`config.mk`:
```
export PLATFORM = sky130hd
export DESIGN_NAME = lcd_ctrl
export DESIGN_NICKNAME = d
export VERILOG_FILES = /design/src/rtl/lcd_pkg.sv /design/src/rtl/lcd_cmd_fifo.sv /design/src/rtl/lcd_ctrl.sv
export SDC_FILE = /design/constraint.sdc
export NUM_CORES = 1
export LEC_CHECK = 0
export BUFFER_PORTS_ARGS = -buffer_cell sky130_fd_sc_hd__buf_2
export CAP_MARGIN = 20
export CORE_MARGIN = 3
export CORE_UTILIZATION = 30
export CTS_CLUSTER_SIZE = 20
export DETAILED_ROUTE_END_ITERATION = 6
export SYNTH_ARGS = -nofsm -noshare
export SYNTH_HDL_FRONTEND = slang
export SYNTH_HIERARCHICAL = 1
export SYNTH_SLANG_ARGS = --single-unit
```
`constraint.sdc`:
```
create_clock -name i_clk -period 7.8 [get_ports i_clk]
set_input_delay 1.56 -clock i_clk [delete_from_list [all_inputs] [get_ports i_clk]]
set_output_delay 1.56 -clock i_clk [all_outputs]
set_load 0.005 [all_outputs]
```
`src/rtl/lcd_pkg.sv`:
```
// Shared types and constants for the HD44780-style character LCD controller.
// Includes the command record, the sequencer states and the slow-command decode.
package lcd_pkg;

    typedef enum logic [2:0] {
        IDLE,
        SETUP,
        PULSE,
        HOLD,
        WAIT
    } lcd_state_e;

    typedef struct packed {
        logic       rs;
        logic [7:0] data;
    } lcd_cmd_t;

    localparam logic [7:0] LCD_CLEAR = 8'h01;
    localparam logic [7:0] LCD_HOME  = 8'h02;

    // Clear and return-home are the only instructions that need the long
    // execution wait. Both have zero in bits 7:2 and a non-zero value in bits 1:0.
    function automatic logic is_slow_cmd(input lcd_cmd_t cmd);
        return !cmd.rs
            && ((cmd.data & ~(LCD_CLEAR | LCD_HOME)) == 8'h00)
            && (cmd.data != 8'h00);
    endfunction

endpackage

```
`src/rtl/lcd_cmd_fifo.sv`:
```
// Small synchronous FIFO of LCD commands. It lets the producer keep issuing
// stores while the slow LCD works through earlier commands.
module lcd_cmd_fifo
    import lcd_pkg::*;
#(
    parameter int DEPTH = 4
) (
    input  logic     clk,
    input  logic     reset,
    input  logic     push,
    input  logic     pop,
    input  lcd_cmd_t wr_data,
    output lcd_cmd_t rd_data,
    output logic     full,
    output logic     empty
);

    localparam int AW = (DEPTH > 1) ? $clog2(DEPTH) : 1;
    localparam logic [AW:0] FULL_COUNT = (AW + 1)'(DEPTH);

    lcd_cmd_t      mem [DEPTH];
    logic [AW-1:0] wr_ptr;
    logic [AW-1:0] rd_ptr;
    logic [AW:0]   count;
    logic [AW:0]   count_next;
    logic          do_push;
    logic          do_pop;

    assign do_push = push && !full;
    assign do_pop  = pop && !empty;
    assign rd_data = mem[rd_ptr];

    always_comb begin
        count_next = count;
        case ({do_push, do_pop})
            2'b10:   count_next = count + (AW + 1)'(1);
            2'b01:   count_next = count - (AW + 1)'(1);
            default: count_next = count;
        endcase
    end

    // Full and empty are registered so ready never has a combinational
    // path from the producer's valid.
    always_ff @(posedge clk) begin
        if (reset) begin
            wr_ptr <= '0;
            rd_ptr <= '0;
            count  <= '0;
            full   <= 1'b0;
            empty  <= 1'b1;
        end else begin
            if (do_push) wr_ptr <= wr_ptr + AW'(1);
            if (do_pop)  rd_ptr <= rd_ptr + AW'(1);
            count <= count_next;
            full  <= (count_next == FULL_COUNT);
            empty <= (count_next == '0);
        end
    end

    always_ff @(posedge clk) begin
        if (do_push) mem[wr_ptr] <= wr_data;
    end

endmodule

```
`src/rtl/lcd_ctrl.sv`:
```
// Write-only 8-bit HD44780 sequencer. It pops queued commands and drives
// RS/data, then an EN pulse, then the command's execution wait.
module lcd_ctrl
    import lcd_pkg::*;
#(
    parameter int DEPTH      = 4,
    parameter int T_SETUP    = 2,
    parameter int T_PULSE    = 12,
    parameter int T_HOLD     = 2,
    parameter int T_CMD_WAIT = 2000,
    parameter int T_CLR_WAIT = 80000
) (
    input  logic       i_clk,
    input  logic       i_reset,
    input  logic       i_cmd_valid,
    input  logic       i_cmd_rs,
    input  logic [7:0] i_cmd_data,
    output logic       o_cmd_ready,
    input  logic       i_lcd_on,
    output logic       o_busy,
    output logic       o_lcd_on,
    output logic       o_lcd_en,
    output logic       o_lcd_rs,
    output logic       o_lcd_rw,
    output logic [7:0] o_lcd_data
);

    localparam int T_MAX_A = (T_SETUP > T_PULSE) ? T_SETUP : T_PULSE;
    localparam int T_MAX_B = (T_MAX_A > T_HOLD) ? T_MAX_A : T_HOLD;
    localparam int T_MAX_C = (T_MAX_B > T_CMD_WAIT) ? T_MAX_B : T_CMD_WAIT;
    localparam int T_MAX   = (T_MAX_C > T_CLR_WAIT) ? T_MAX_C : T_CLR_WAIT;
    localparam int CW      = (T_MAX > 1) ? $clog2(T_MAX) : 1;

    lcd_state_e    state;
    lcd_state_e    state_next;
    logic [CW-1:0] cnt;
    logic [CW-1:0] cnt_next;
    logic [CW-1:0] wait_len;
    logic [CW-1:0] wait_len_next;
    lcd_cmd_t      cmd_in;
    lcd_cmd_t      head;
    logic          fifo_full;
    logic          fifo_empty;
    logic          push;
    logic          pop;

    assign cmd_in      = '{rs: i_cmd_rs, data: i_cmd_data};
    assign push        = i_cmd_valid && !fifo_full;
    assign o_cmd_ready = !fifo_full;
    assign o_lcd_rw    = 1'b0;

    lcd_cmd_fifo #(
        .DEPTH(DEPTH)
    ) u_fifo (
        .clk    (i_clk),
        .reset  (i_reset),
        .push   (push),
        .pop    (pop),
        .wr_data(cmd_in),
        .rd_data(head),
        .full   (fifo_full),
        .empty  (fifo_empty)
    );

    // A single down-counter times every phase. It is loaded with duration-1
    // on entry, and the phase ends when the counter reads zero.
    always_comb begin
        state_next    = state;
        cnt_next      = cnt;
        wait_len_next = wait_len;
        pop           = 1'b0;
        case (state)
            IDLE: begin
                if (!fifo_empty) begin
                    pop           = 1'b1;
                    state_next    = SETUP;
                    cnt_next      = CW'(T_SETUP - 1);
                    wait_len_next = is_slow_cmd(head) ? CW'(T_CLR_WAIT - 1)
                                                      : CW'(T_CMD_WAIT - 1);
                end
            end
            SETUP: begin
                if (cnt == '0) begin
                    state_next = PULSE;
                    cnt_next   = CW'(T_PULSE - 1);
                end else begin
                    cnt_next = cnt - CW'(1);
                end
            end
            PULSE: begin
                if (cnt == '0) begin
                    state_next = HOLD;
                    cnt_next   = CW'(T_HOLD - 1);
                end else begin
                    cnt_next = cnt - CW'(1);
                end
            end
            HOLD: begin
                if (cnt == '0) begin
                    state_next = WAIT;
                    cnt_next   = wait_len;
                end else begin
                    cnt_next = cnt - CW'(1);
                end
            end
            WAIT: begin
                if (cnt == '0) begin
                    state_next = IDLE;
                end else begin
                    cnt_next = cnt - CW'(1);
                end
            end
            default: state_next = IDLE;
        endcase
    end

    // Busy is registered from the upcoming state. It therefore rises on the
    // pop edge and falls on the edge that returns to IDLE with nothing queued.
    always_ff @(posedge i_clk) begin
        if (i_reset) begin
            state      <= IDLE;
            cnt        <= '0;
            wait_len   <= '0;
            o_lcd_en   <= 1'b0;
            o_lcd_rs   <= 1'b0;
            o_lcd_data <= 8'h00;
            o_lcd_on   <= 1'b0;
            o_busy     <= 1'b0;
        end else begin
            state    <= state_next;
            cnt      <= cnt_next;
            wait_len <= wait_len_next;
            o_lcd_en <= (state_next == PULSE);
            o_lcd_on <= i_lcd_on;
            o_busy   <= (state_next != IDLE) || (!fifo_empty && !pop);
            if (pop) begin
                o_lcd_rs   <= head.rs;
                o_lcd_data <= head.data;
            end
        end
    end

endmodule
```
=== After elaboration in Yosys (flattened, before gate mapping) ===
Memory sizes are Yosys's and may differ from the RTL's. A register that Yosys moved wholly into a read port is not among the register bits.
Index checks and enable logic that the tools add are counted.

* Word-level logic and storage cells: 70
* Latch bits: 0
* Register bits: 58
* Memories kept: 1
* ROM bits: 0
* Memory bits (writable): 36
* Input port bits: 13

* Multipliers: 0
* Bitwise operators: 1
* Shift-type cells: 0
* Reductions and logical operators: 20
* Div/mod/pow operators: 0
* $add $sub $neg: 5
* Magnitude comparators: 0
* Equal/unequal tests: 10
* Mux-type cells: 20

{| class="wikitable"
|+ Memories
! memory !! depth !! width !! rd ports !! clocked after memory_dff !! wr ports !! line !! RTL
|-
| u_fifo.mem || 4 || 9 || 1 || 1 || 1 || lcd_cmd_fifo.sv:21 || <nowiki>lcd_cmd_t mem [DEPTH];</nowiki>
|}

{| class="wikitable"
|+ Operators by type and width
! cell !! number
|-
| $mux W17 || 6
|-
| $pmux W17 S5 || 1
|-
| $logic_not A17 Y1 || 1
|-
| $sub A17 B1 Y17 const B || 1
|-
| $mux W3 || 5
|-
| $pmux W3 S5 || 1
|-
| $eq A3 B2 Y1 const B || 3
|-
| $logic_not A8 Y1 || 1
|-
| $reduce_bool A8 Y1 || 1
|-
| $eq A3 B3 Y1 const B || 2
|-
| $logic_and A1 B1 Y1 || 6
|-
| $logic_not A3 Y1 || 2
|-
| $pmux W3 S2 || 1
|-
| $reduce_bool A5 Y1 || 1
|-
| $add A2 B1 Y2 const B || 2
|-
| $logic_not A1 Y1 || 4
|-
| $mux W1 || 4
|-
| $mux W2 || 2
|-
| $ne A2 B2 Y1 const B || 2
|-
| $add A3 B1 Y3 const B || 1
|-
| $eq A3 B1 Y1 const B || 1
|-
| $reduce_and A3 Y1 || 1
|-
| $reduce_bool A3 Y1 || 1
|-
| $sub A3 B1 Y3 const B || 1
|-
| 5 further kinds || 5
|}

=== Logic depth before layout (Yosys ltp) ===
* Word-level depth: 6
* Mapped depth: 11
* Depth with buffers taken out: 9

=== By module ===
Netlist, hierarchy kept.

{| class="wikitable"
|+ By module, submodules not included
! module !! seq. area each (um2) !! area each (um2) !! times used !! cells an instance
|-
| lcd_ctrl || 700.7 || 2137.0 || 1 || 274
|-
| lcd_cmd_fifo || 1301.2 || 1835.5 || 1 || 102
|}

=== Worst setup path after synthesis ===
Ideal clock, no wire load.

* Path kind: input-to-reg
* Start: in i_cmd_valid
* End: reg u_fifo.full
* Path buffers: 1
* Required time: 7721 ps
* Stages on the path: 9
* Path slack: 4376 ps
* Setup time: 79 ps
* Arrival: 3345 ps
* Path through: nor2b_1 nor2b_1 clkbuf_1 inv_1 ha_1 fa_1 xnor2_1 or3_1 a211oi_2

* Word-level cells in the longest chain between the ends: 5

{| class="wikitable"
|+ Ends and longest elaborated chain
! item !! line !! RTL
|-
| start: declaration || lcd_ctrl.sv:15 || <nowiki>input logic i_cmd_valid,</nowiki>
|-
| $logic_and A1 B1 Y1 * || lcd_ctrl.sv:48 || <nowiki>assign push = i_cmd_valid && !fifo_full;</nowiki>
|-
| $logic_and A1 B1 Y1 * || lcd_cmd_fifo.sv:29 || <nowiki>assign do_push = push && !full;</nowiki>
|-
| $eq A2 B1 Y1 or $eq A2 B2 Y1 (tied branches) || lcd_cmd_fifo.sv:35 || <nowiki>case ({do_push, do_pop})</nowiki>
|-
| $pmux W3 S2 * || lcd_cmd_fifo.sv:35 ||
|-
| $eq A3 B3 Y1 * || lcd_cmd_fifo.sv:55 || <nowiki>full <= (count_next == FULL_COUNT);</nowiki>
|-
| end signal: assignment || lcd_cmd_fifo.sv:55 ||
|-
| end: declaration || lcd_cmd_fifo.sv:14 || <nowiki>output logic full,</nowiki>
|}

Every way passes the cells marked *; elsewhere a longest branch is shown, timed or not.
A chain may end at the register's enable or synchronous reset.

=== Final worst setup path ===
* Start: reg state[0]
* End: reg u_fifo.full

* Word-level cells in the longest chain between the ends: 6

{| class="wikitable"
|+ Ends and longest elaborated chain
! item !! line !! RTL
|-
| start: declaration || lcd_ctrl.sv:34 || <nowiki>lcd_state_e state;</nowiki>
|-
| start signal: assignment || lcd_ctrl.sv:130 || <nowiki>state <= state_next;</nowiki>
|-
| $logic_not A3 Y1 * || lcd_ctrl.sv:72 || <nowiki>case (state)</nowiki>
|-
| $mux W1 * || lcd_ctrl.sv:72 ||
|-
| $logic_and A1 B1 Y1 * || lcd_cmd_fifo.sv:30 || <nowiki>assign do_pop = pop && !empty;</nowiki>
|-
| $eq A2 B1 Y1 or $eq A2 B2 Y1 (tied branches) || lcd_cmd_fifo.sv:35 ||
|-
| $pmux W3 S2 * || lcd_cmd_fifo.sv:35 ||
|-
| $eq A3 B3 Y1 * || lcd_cmd_fifo.sv:55 ||
|}

Marked as above.

==> results by stage <==
Status:
- The run finished with clean final reports.

Synthesis:
- The number of nets in the synthesized netlist is 397.
- The number of warnings reported in the yosys synthesis log is 6.
- The synthesized instance count is 376.
- The dominant synthesized flop cell is sky130_fd_sc_hd__dfxtp_1.
- The mean instance size in the synthesized netlist is 10.57 um^2.
- Summed over all instances, the cell type with the most area after synthesis is sky130_fd_sc_hd__edfxtp_1.
- The number of flops mapped to enable cells by yosys is 36.
- The async set or reset register ratio after synthesis is 0%.
- Sorting the synthesized cells by how often they occur yields sky130_fd_sc_hd__dfxtp_1 (46), sky130_fd_sc_hd__nand2_1 (42), sky130_fd_sc_hd__edfxtp_1 (36).
- The total of flip-flops plus latches after synthesis is 82.
- Of the synthesized area, sequential elements account for roughly half.
- The synthesized cell area is 3973 um^2.
- The most frequent cell after synthesis is sky130_fd_sc_hd__dfxtp_1.
- The area share of the largest cell type after synthesis is about 27%.
- The synthesized netlist contains 64 unique library cells.
- Ranked by total cell area, the synthesized netlist is headed by sky130_fd_sc_hd__edfxtp_1 (27%), sky130_fd_sc_hd__dfxtp_1 (23%), sky130_fd_sc_hd__mux4_2 (5.1%).

Clocking:
- The total CTS buffers is 9.
- The clock-pin transition on the worst setup and hold timing paths is 0.06 ns.
- In this run, post-CTS hold repair placed 0 buffers.
- The clock root buffer is sky130_fd_sc_hd__clkbuf_16.
- Counting along the longest clock path gives a buffer depth of 2.
- TritonCTS built the clock tree.
- The number of levels in the clock H-tree is 3.
- The clock reaches the later pin of the worst-skew pair after 0.34 ns.
- Post-CTS repair changed the size of 0 cells.
- Post-CTS timing repair inserted 0 buffers for setup.
- The number of sinks handled by clock tree synthesis is 82.

Finish:
- The layout net count is between 400 and 500.
- Compared with the post-synthesis result, the final layout area differs by 12.98%.
- The finished cells cover 4488 um^2.
- The filler cells instantiated in the layout total 1292.
- The layout cell share with drive strength beyond 1 is 16.75%.
- The number of antenna diodes in the final layout is 0.

Worst hold path:
- The hold path startpoint is o_lcd_data[4].
- The kind of path behind the tightest hold check is reg -> reg.

Timing:
- Dividing the final minimum period by the clock period gives 43.11%.
- Setup repair after global routing left no endpoint under its margin.
- The hold violation count in the final report is 0.
- The final setup violation count is 0.
- Clock skew on the completed layout was measured at 0.005340 ns.
- The number of max-slew violations in the final report is 0.
- Counting I/O delays and the setup requirement, the final critical path takes 3.362 ns.
- The measured slew at the worst slew-check pin is 0.9466 ns.
- The normalized max-slew margin is 36.70%.
- The peak clock frequency supported by timing is 297.4 MHz.
- The setup total negative slack is 0 ns.

Pwr:
- VDD sags by at most 0.2283 mV.
- The share of total power in the clock network is a little under a quarter.
- The static leakage is 0.001605 uW.
- The part of the total power dissipated in sequential elements is between 30% and 40%.
- The switching share of power is about two fifths.
- The relative contribution of combinational cells to total power is 43.0%.
- Summed over all nets, the switching power comes to 820.4 uW.
- The power per cell area is 440.3 nW/um^2.
- The internal portion of the total power is 1156 uW.

Floorplan:
- The initial core utilization is a little under a third.
- The y dimension of the die is 121.1 um.
- The initialized floorplan defines about 40 standard-cell rows.
- The I/O pin count is 27.
- The core outline area is 12770 um^2.
- The die is 121.1 um wide.
- The die area is 14660 um^2.

Route:
- In the routed layout, each cell is associated on average with a via count of 5.037.
- The remaining routing DRC violations is 0.
- The first detailed-routing pass took 4 iterations.
- The detailed-route wire length per cell is 14.12 um.
- The via total after detailed routing is approximately 2900.
- The count of nets left with antenna violations once routing finished came out at 0.
- The number of DRC markers after the initial detailed-route iteration is 144.
- The final routed wirelength across all metal layers is 7991 um.

Setup path:
- The launching instance or port of the critical path is state[0].
- Among cell families on the critical path, the largest total delay comes from simple AND/OR/NAND/NOR gates.
- The buffering stage count on the worst path with inverters included is 1.
- The worst setup path is captured at a register.
- The largest single stage delay on the critical path is 0.48 ns.
- Data arrives at the worst endpoint at between 3 and 4 ns.
- The worst register-to-register path begins at state[0].
- The slowest stage of the critical path is the sky130_fd_sc_hd__nor2_1 cell.
- STA puts the critical path data required time at a little over 8 ns.
- The critical path goes through nor2_1 -> nand2_1 -> inv_1 -> nor2b_1 -> ha_1 -> fa_1 -> nor3b_1 -> a21oi_1 -> a211oi_2.
- Along the worst path, the maximum fanout reaches 16.
- The kind of start point of the critical path is a register.
- The type of the setup path with the least slack is reg -> reg.

GRT:
- The total track usage is 11.69%.
- The number of antenna violations at the first check in global routing is 0.
- The first global-routing pass estimated 13700 um of wire.
- The total overflow left after global routing is 0.
- Entering global routing, the biggest net connects 42 pins.
- The via count of the first global-routing pass was 2735.

Job:
- The max-cap violation count is 0.

Place:
- Port buffering added 25 buffers.
- Summing all placed instances gives a cell area of just over 4000 um^2.
- The half-perimeter wire length after placement is 5658 um.
- The global placement routability congestion is 0.8041.
## cell families after synthesis
| logic type | synth area share (%) |
|---|---|
| AND/OR/NAND/NOR | 18.77 |
| XOR/XNOR | 2.205 |
| multiplexers | 6.362 |
| adder cells (fa/ha/maj) | 2.709 |
| buffers and inverters | 5.732 |
| flip-flops | 50.39 |
| other | 0.09440 |
| AO/OA/AOI/OAI | 13.73 |
## cell type report
| class | count | area, um^2 | area share [%] |
|---|---|---|---|
| Inverter | 14 | 52.55 | 1.171 |
| Clock buffer | 9 | 225.2 | 5.018 |
| Timing Repair Buffer | 27 | 140.1 | 3.122 |
| Tap cell | 172 | 215.2 | 4.795 |
| Multi-Input combinational cell | 255 | 1743 | 38.83 |
| Sequential cell | 82 | 2002 | 44.61 |
| Clock inverter | 7 | 110.1 | 2.453 |
## path summary, 6_finish.rpt
path,endpoint,slack [ns],cells after the start
worst min register to register,o_lcd_data[4],0.46,2
worst max register to register,u_fifo/full,4.44,9
worst max-delay path,u_fifo/full,4.44,9
worst min-delay path,o_lcd_data[4],0.46,2
## layer usage
layer	up-vias	track usage [%]	wire length, um
met4	0	2.904	46
li1	1400	-	-
met1	1370	15.10	3478
met5	-	0	0
met3	4	3.869	462
met2	77	18.93	4004
## worst register-to-register path, cell delays in order (launching register included)
cell and delay, ns:
sky130_fd_sc_hd__dfxtp_1 0.47, sky130_fd_sc_hd__nor2_1 0.48, sky130_fd_sc_hd__nand2_1 0.37, sky130_fd_sc_hd__inv_1 0.46
sky130_fd_sc_hd__nor2b_1 0.30, sky130_fd_sc_hd__ha_1 0.24, sky130_fd_sc_hd__fa_1 0.45, sky130_fd_sc_hd__nor3b_1 0.28
sky130_fd_sc_hd__a21oi_1 0.09, sky130_fd_sc_hd__a211oi_2 0.15
## power groups by stage
| stage | logic [uW] | clock network, uW | registers, uW |
|---|---|---|---|
| finish | 849 | 467 | 660 |
| global route | 960 | 504 | 678 |
| CTS | 847 | 481 | 662 |
| detailed placement | 841 | 0 | 670 |
| global placement | 836 | 0 | 665 |
| floorplan | 756 | 0 | 616 |
## sequential cells by signal, summed over array words and instances, names as in the netlist, named ones only
signal         cells
u_fifo/wr_ptr      2
u_fifo/count       3
o_lcd_data         8
u_fifo/full        1
o_lcd_rs           1
u_fifo/empty       1
o_lcd_en           1
o_busy             1
state              3
cnt               17
u_fifo/rd_ptr      2
o_lcd_on           1
u_fifo/mem        36
wait_len           3
## per-stage QoR
step	worst slack, ns	instances	total power, uW	util, %	hold slack [ns]
global placement	4.192	550	1501	32.51	0.4479
finish	4.438	566	1976	35.14	0.4570
floorplan	4.376	376	1372	-	0.4417
global route	4.156	566	2141	35.14	0.4792
CTS	4.446	566	1990	35.14	0.4605
detailed placement	4.093	550	1511	32.51	0.4515
## layout by cell type (no fill, tap or decap), types with 3 or more instances in the layout
master	n
sky130_fd_sc_hd__dfxtp_1	46
sky130_fd_sc_hd__nand2_1	42
sky130_fd_sc_hd__edfxtp_1	36
sky130_fd_sc_hd__nor2_1	34
sky130_fd_sc_hd__buf_2	25
sky130_fd_sc_hd__a21oi_1	22
sky130_fd_sc_hd__inv_1	14
sky130_fd_sc_hd__o211ai_1	10
sky130_fd_sc_hd__o21ai_0	9
sky130_fd_sc_hd__clkbuf_16	9
sky130_fd_sc_hd__mux4_2	9
sky130_fd_sc_hd__nand3_1	8
sky130_fd_sc_hd__nor3_1	8
sky130_fd_sc_hd__nor2b_1	7
sky130_fd_sc_hd__a31oi_1	7
sky130_fd_sc_hd__nor4_1	7
sky130_fd_sc_hd__ha_1	7
sky130_fd_sc_hd__xnor2_1	6
sky130_fd_sc_hd__o22ai_1	6
sky130_fd_sc_hd__or3_1	5
sky130_fd_sc_hd__mux2i_1	5
sky130_fd_sc_hd__o211a_1	4
sky130_fd_sc_hd__xor2_1	4
sky130_fd_sc_hd__and2_1	4
sky130_fd_sc_hd__nand4_1	3
sky130_fd_sc_hd__nor3b_1	3
sky130_fd_sc_hd__a211oi_1	3
sky130_fd_sc_hd__inv_8	3
No activity file was read; power rests on OpenSTA's default activity.
